==> src/rtl/sample_sender.sv <==
// Streams NUM_SAMPLES words from a synchronous sample memory to a byte-wide
// UART transmitter, most significant byte first, one byte per iTxDone handshake.
module sample_sender #(
    parameter int unsigned NUM_SAMPLES = 256,
    parameter int unsigned ADDR_W      = 8,
    parameter int unsigned DATA_W      = 16
) (
    input  logic              iClock,
    input  logic              iReset,
    input  logic              iStartSending,
    output logic [ADDR_W-1:0] oMemAddr,
    input  logic [DATA_W-1:0] iMemData,
    output logic [7:0]        oTxData,
    output logic              oTxStart,
    input  logic              iTxDone,
    output logic              oBusy,
    output logic              oSendingDone
);

    localparam int unsigned BYTES  = DATA_W / 8;
    localparam int unsigned BCNT_W = (BYTES > 1) ? $clog2(BYTES) : 1;

    localparam logic [ADDR_W-1:0] LAST_WORD = ADDR_W'(NUM_SAMPLES - 1);
    localparam logic [BCNT_W-1:0] LAST_BYTE = BCNT_W'(BYTES - 1);

    localparam logic [2:0] IDLE      = 3'd0;
    localparam logic [2:0] READ      = 3'd1;
    localparam logic [2:0] LATCH     = 3'd2;
    localparam logic [2:0] SEND      = 3'd3;
    localparam logic [2:0] WAIT_TX   = 3'd4;
    localparam logic [2:0] NEXT_BYTE = 3'd5;
    localparam logic [2:0] NEXT_WORD = 3'd6;
    localparam logic [2:0] DONE      = 3'd7;

    logic [2:0]        state, state_next;
    logic [ADDR_W-1:0] word_cnt, word_next;
    logic [BCNT_W-1:0] byte_cnt, byte_next;
    logic [DATA_W-1:0] shift_reg, shift_next;
    logic [ADDR_W-1:0] addr_next;
    logic [7:0]        tx_data_next;
    logic              tx_start_next;
    logic              busy_next;
    logic              done_next;

    // Register state, counters, shift register and every output.
    always_ff @(posedge iClock or posedge iReset) begin
        if (iReset) begin
            state        <= IDLE;
            word_cnt     <= '0;
            byte_cnt     <= '0;
            shift_reg    <= '0;
            oMemAddr     <= '0;
            oTxData      <= '0;
            oTxStart     <= 1'b0;
            oBusy        <= 1'b0;
            oSendingDone <= 1'b0;
        end else begin
            state        <= state_next;
            word_cnt     <= word_next;
            byte_cnt     <= byte_next;
            shift_reg    <= shift_next;
            oMemAddr     <= addr_next;
            oTxData      <= tx_data_next;
            oTxStart     <= tx_start_next;
            oBusy        <= busy_next;
            oSendingDone <= done_next;
        end
    end

    // Next-state and next-output logic; outputs are computed one cycle ahead
    // so that oTxStart/oTxData are valid while the FSM sits in SEND.
    always_comb begin
        state_next = state;
        word_next  = word_cnt;
        byte_next  = byte_cnt;
        shift_next = shift_reg;
        addr_next  = oMemAddr;
        busy_next  = oBusy;
        done_next  = 1'b0;

        case (state)
            IDLE: begin
                if (iStartSending) begin
                    word_next  = '0;
                    addr_next  = '0;
                    busy_next  = 1'b1;
                    state_next = READ;
                end
            end
            READ: begin
                // memory read latency
                state_next = LATCH;
            end
            LATCH: begin
                shift_next = iMemData;
                byte_next  = '0;
                state_next = SEND;
            end
            SEND: begin
                state_next = WAIT_TX;
            end
            WAIT_TX: begin
                if (iTxDone) begin
                    if (byte_cnt != LAST_BYTE) begin
                        state_next = NEXT_BYTE;
                    end else if (word_cnt != LAST_WORD) begin
                        state_next = NEXT_WORD;
                    end else begin
                        busy_next  = 1'b0;
                        done_next  = 1'b1;
                        state_next = DONE;
                    end
                end
            end
            NEXT_BYTE: begin
                shift_next = shift_reg << 8;
                byte_next  = byte_cnt + 1'b1;
                state_next = SEND;
            end
            NEXT_WORD: begin
                // only reached when word_cnt < LAST_WORD, so no wrap
                word_next  = word_cnt + 1'b1;
                addr_next  = oMemAddr + 1'b1;
                state_next = READ;
            end
            DONE: begin
                state_next = IDLE;
            end
            default: begin
                state_next = IDLE;
            end
        endcase

        tx_start_next = (state_next == SEND);
        tx_data_next  = tx_start_next ? shift_next[DATA_W-1 -: 8] : oTxData;
    end

endmodule

==> config.mk <==
export PLATFORM = sky130hd
export DESIGN_NAME = sample_sender
export DESIGN_NICKNAME = d
export VERILOG_FILES = /design/src/rtl/sample_sender.sv
export SDC_FILE = /design/constraint.sdc
export NUM_CORES = 1
export LEC_CHECK = 0
export CAP_MARGIN = 20
export CORE_ASPECT_RATIO = 2
export CORE_MARGIN = 5
export CORE_UTILIZATION = 51
export DETAILED_ROUTE_END_ITERATION = 8
export PLACE_DENSITY = 0.9
export SYNTH_ARGS = -nofsm -noshare
export SYNTH_HDL_FRONTEND = slang
export SYNTH_SLANG_ARGS = --single-unit
==> constraint.sdc <==
create_clock -name iClock -period 1.8 [get_ports iClock]
set_input_delay 0.27 -clock iClock [delete_from_list [all_inputs] [get_ports iClock]]
set_output_delay 0.27 -clock iClock [all_outputs]
set_load 0.05 [all_outputs]
==> results of run 1 <==
## per-layer routing
layer	share of wire [%]	track usage, %	wire length (um)	vias up
met3	3.4	4.24	156	11
met4	2.8	8.83	127	0
li1	-	-	-	793
met2	58	34.3	2660	39
met1	36	18.5	1660	822
met5	0	0	0	-
## cell type report
type	count	share of cell area (%)
tap	51	2.57
sequential	39	39.3
timing repair buffer	45	16.0
inverter	5	0.756
clock inverter	2	1.41
clock buffer	6	3.32
multi-input combinational	136	36.6
## worst min path at each step
stage               depth (start not counted)                  endpoint  slack (ns)                     from
floorplan                                   2  shift_reg[0]$_DFFE_PP0P_        0.42              iMemData[0]
global placement                            1   oMemAddr[7]$_DFFE_PP0P_        0.47  oMemAddr[7]$_DFFE_PP0P_
detailed placement                          1   oMemAddr[7]$_DFFE_PP0P_        0.48  oMemAddr[7]$_DFFE_PP0P_
CTS                                         3    oTxData[2]$_DFFE_PP0N_        0.40                   iReset
global route                                3   oMemAddr[7]$_DFFE_PP0P_        0.45                   iReset
finish                                      3    oTxData[2]$_DFFE_PP0N_        0.39                   iReset
## cell usage in the layout (no fill, tap or decap), types with 8 or more instances in the layout
| cell | n |
|---|---|
| a21oi_1 | 9 |
| buf_4 | 23 |
| clkdlybuf4s50_1 | 20 |
| dfrtp_1 | 39 |
| mux2i_1 | 9 |
| nand2_1 | 16 |
| nand3_1 | 8 |
| nor2_1 | 18 |
| nor3b_1 | 8 |
| o21ai_0 | 13 |
| o22ai_1 | 9 |
## report_power, final
group / total, mW / leakage, nW / switching (mW) / internal [mW]
logic: 1.91 / 0.549 / 1.15 / 0.757
clock network: 0.758 / 0.0612 / 0.310 / 0.449
registers: 1.45 / 0.497 / 0.289 / 1.16
## cell families after synthesis
kind of cell	synth area share, %
and+or+nand+nor	19.3
AOI/OAI and AO/OA	19.1
DFF	48.4
buffers and inverters	6.46
muxes	5.03
adders and majority gates	1.24
xor gates and xnor gates	0.435
## stage by stage
step	cells	total power, mW	setup WS (ns)	hold WS [ns]	util, %
after CTS	284	4.13	0.0348	0.403	64.5
final	284	4.12	0.106	0.390	64.6
after global placement	276	3.30	0.0723	0.465	61.4
after global routing	284	4.36	0.0729	0.455	64.6
after detailed placement	276	3.35	0.0565	0.476	61.4
after floorplan	198	2.89	0.288	0.422	-
## what timing repair did
item	CTS	global route
endpoints found under the setup margin	0	2
gates resized for setup	0	2
buffers inserted	0	0
==> run metrics, run 1 <==
post-route ant nets 0; period utilization 94.1%; EDFF count, synth 0; Port Buffers 38; top-count cell post-synth dfrtp_1; worst hold-check path type in -> async; global-route wire length before repair 7.47 mm; MaxCap Viol Count 0; CP Launch Type register; Pins Over Slew Limit 0; slowest stage cell, crit path clkdlybuf4s50_1; largest cells by area after synthesis dfrtp_1 48%, mux2i_1 4.5%, nor2_1 3.4%, o21ai_0 3.2%, nand2_1 3.0%; H-tree Lvls 2; DP HPWL 3.31 mm; Primary FF master, synth dfrtp_1; die height 98.9 um; CP Class reg -> out; area occupied by multi-input gates 910 um^2; Syn Area/Cell 10.2 um^2; relative slew slack 57.2%; Fmax 590 MHz; vias per inst 5.86; Worst R2R End oTxData[0]$_DFFE_PP0N_; fraction of registers with async set/reset 100%; crit path buf inv count 1; Final #Nets 254; Routed Wire Length 4.61 mm; FP Rows 32; global-route usage over all layers 18.8%; Initial DRC Count 59; minimum clock period after layout 1.69 ns; CTS sink cnt 39; Antenna Cells 0; status finished clean; Setup-failing EPs final 0; Worst-path clk slew 0.07 ns; unrepaired setup endpoints after global routing no; power per cell area 1660 nW/um^2; Worst Setup SP oTxStart$_DFF_PP0_; CP required 1.53 ns; vias in the first global route 1634; Syn Nets 220; Mapped Area 2020 um^2; Setup TNS Final 0 ns; Cell Chain, Critical Path clkdlybuf4s50_1; grt total ovfl 0; WP depth 1; share of cells above drive strength 1 18.0%; largest net degree at the start of global routing 40; CP Capture Point oTxStart; worst r2r path cells 2; Die W 54.5 um; worst r2r src state[2]$_DFF_PP0_; Starting Density 52.4%; post-synth top area cell dfrtp_1; initial antenna violation count 0; Synth-to-Final Area Change 23.2%; placed inst area 2360 um^2; Final GP Congestion 0.860; sequential fraction of the synthesis area 48.4%; Clock Skews 0.00849 ns; Max Fanout on Critical Path 1; die area 5390 um^2; Pre-antenna DRT Iters 4; top post-synthesis cells by count 39 x dfrtp_1, 18 x nor2_1, 16 x nand2_1, 13 x o21ai_0; clk_lat worst skew 0.29 ns; yosys warns 0; Core Region 3840 um^2; root buf cell clkbuf_8; worst slew pin tran 0.642 ns; Lkg Pwr 1.11 nW; cts bufs inserted 5; delay-heaviest family, CP buffers and inverters; Final Hold Vio Count 0; Worst R2R Setup Slack 0.13 ns; peak supply drop 1.37 mV; max incr delay on CP 0.80 ns; Critical Path End Type output pin; Vias 1665; hold_buf cts 0; drc violations 0; IO Count 39; CP arrival 1.42 ns; maximum buffer depth of the clock tree 2; register bit total from synthesis 39; CTS tree done; routed len/inst 16.2 um; fillers 326; Final Cell Area 2480 um^2; Syn Inst Count 198; Yosys top cell area share 48.4%; FF/Latch Area 976 um^2; Netlist cell types 48
Power figures use the tool's default switching activity.
==> run 2, diff against run 1 <==
Settings changed: ABC_AREA set to 1, CORE_UTILIZATION 51 to 50, PLACE_DENSITY 0.9 to not set, PLACE_DENSITY_LB_ADDON set to 0.25.
==> run metrics, run 2 <==
Primary FF master, synth dfrtp_1; CTS sink cnt 39; Vias 1641; Setup TNS Final 0 ns; Syn Area/Cell 7.75 um^2; Clock Skews 0.00798 ns; Mapped Area 1850 um^2; post-synth top area cell dfrtp_1; Starting Density 51.4%; status finished clean; Final Cell Area 2380 um^2; Post-CTS Resized 0; CP Launch Type register; number of setup buffers added after CTS 0; Yosys top cell area share 52.7%; Final #Nets 304; fin cells 332; Syn Inst Count 239; Syn Nets 261; relative slew slack 66.5%; met3 Use GR 4.03%; CP required 1.53 ns; vias in the first global route 1645; CTS tree done; Core Region 3610 um^2; Synth-to-Final Area Change 28.6%; Die W 53.0 um; Max Fanout on Critical Path 2; Worst-path clk slew 0.07 ns; top post-synthesis cells by count 85 x nand2_1, 39 x dfrtp_1, 29 x inv_1, 24 x nor2_1, 19 x nand3_1; total power 3.59 mW; grt met2 use 34.2%; global-route usage over all layers 18.6%; routed len/inst 12.5 um; worst r2r path cells 6; Antenna Cells 0; root buf cell clkbuf_8; largest net degree at the start of global routing 40; die height 96.1 um; unrepaired setup endpoints after global routing no; MaxCap Viol Count 0; Setup-failing EPs final 0; initial antenna violation count 0; Final Hold Vio Count 0; period utilization 96.1%; largest cells by area after synthesis dfrtp_1 53%, nand2_1 17%, inv_1 5.9%, nand3_1 5.1%, nor2_1 4.9%; max incr delay on CP 0.81 ns; EDFF count, synth 0; commonest non-fill, non-tap cell in the layout nand2_1; met1 GRT Util 19.3%; Netlist cell types 17; delay-heaviest family, CP buffers and inverters; DP HPWL 3.12 mm; Initial DRC Count 33; IO Count 39; Final GP Congestion 0.833; CP Class reg -> out; yosys warns 0; WP depth 1; most frequent cells in the layout 85 x nand2_1, 39 x dfrtp_1, 29 x inv_1; most used routing layer met2; crit path buf inv count 1; global-route wire length before repair 6.97 mm; register bit total from synthesis 39; Cell Chain, Critical Path clkdlybuf4s50_1; share of cells above drive strength 1 10.2%; Critical Path End Type output pin; grt total ovfl 0; sequential fraction of the synthesis area 52.7%; Pins Over Slew Limit 0; fraction of registers with async set/reset 100%; CP arrival 1.46 ns; drc violations 0; cts bufs inserted 5; H-tree Lvls 2; vias per inst 4.94; maximum buffer depth of the clock tree 2; power per cell area 1510 nW/um^2; Pre-antenna DRT Iters 4; slowest stage cell, crit path clkdlybuf4s50_1; peak supply drop 0.884 mV; hold_buf cts 0; post-route ant nets 0; clk_lat worst skew 0.29 ns; FP Rows 31; Port Buffers 38; Routed Wire Length 4.16 mm; placed inst area 2250 um^2; top-count cell post-synth nand2_1; minimum clock period after layout 1.73 ns; die area 5100 um^2; pre-CTS setup slack 0.374 ns; worst hold-check path type in -> async; Fmax 578 MHz; DP Cell Count 324; worst slew pin tran 0.502 ns; final worst setup slack 0.0697 ns; Lkg Pwr 1.21 nW
run 2: cell count changes after synthesis, sizes merged, moves of 3 or more:
cell	previous run	this run
nand2	16	86
inv	4	32
nand3	8	22
mux2i	9	0
o22ai	9	0
buf	13	5
nor3b	8	0
o221a	8	0
nor2	18	24
clkbuf	5	0
a22o	3	0
nand3b	3	0
o21ai	14	17
run 2: worst min-delay path, cell delays in order:
cell	delay [ns]
clkdlybuf4s50_1	0.39
inv_1	0.05
buf_4	0.41
run 2: cell type report:
type / instances / area, um^2
Fill cell: 317 / 1220
Tap cell: 49 / 61.3
Sequential cell: 39 / 976
Clock buffer: 6 / 72.6
Timing Repair Buffer: 41 / 375
Clock inverter: 2 / 60.1
Inverter: 32 / 120
Multi-Input combinational cell: 163 / 717
run 2: metal layers:
metal | vias to the layer above | wire, um
li1 | 827 | -
met2 | 38 | 2350
met4 | 0 | 87
met1 | 767 | 1560
met3 | 9 | 167
met5 | - | 0
run 2: kinds of logic after synthesis:
group | synth area share, %
AO/OA/AOI/OAI | 7.16
adder cells (fa/ha/maj) | 1.35
flip-flops | 52.7
AND/OR/NAND/NOR | 30.2
buffers and inverters | 8.64
run 2: power by group:
| part | internal, mW | switching (mW) |
|---|---|---|
| logic | 0.444 | 0.972 |
| registers | 1.14 | 0.174 |
| clock network | 0.554 | 0.303 |
run 2: through the flow:
| stage | utilization, % | hold WS [ns] |
|---|---|---|
| global route | 66.0 | 0.460 |
| finish | 66.0 | 0.396 |
| global placement | 62.4 | 0.462 |
| floorplan | - | 0.391 |
| detailed placement | 62.4 | 0.464 |
| CTS | 66.0 | 0.413 |
run 2: worst paths after layout:
check                      slack [ns]              startpoint                      end
setup reg to reg                 0.41      state[2]$_DFF_PP0_   oTxData[1]$_DFFE_PP0N_
setup / recovery                 0.07  oTxData[0]$_DFFE_PP0N_               oTxData[0]
hold reg to reg                  0.48  oTxData[2]$_DFFE_PP0N_   oTxData[2]$_DFFE_PP0N_
min in group iClock              0.48  oTxData[2]$_DFFE_PP0N_   oTxData[2]$_DFFE_PP0N_
max in group asynchronous        1.07                  iReset  word_cnt[6]$_DFFE_PP0P_
hold / removal                   0.40                  iReset  word_cnt[0]$_DFFE_PP0P_
==> run 3, diff against run 2 <==
Settings changed: CAP_MARGIN 20 to not set.
==> results of run 3 <==
No change in the layout: final DEF, timing and power equal those of run 2.
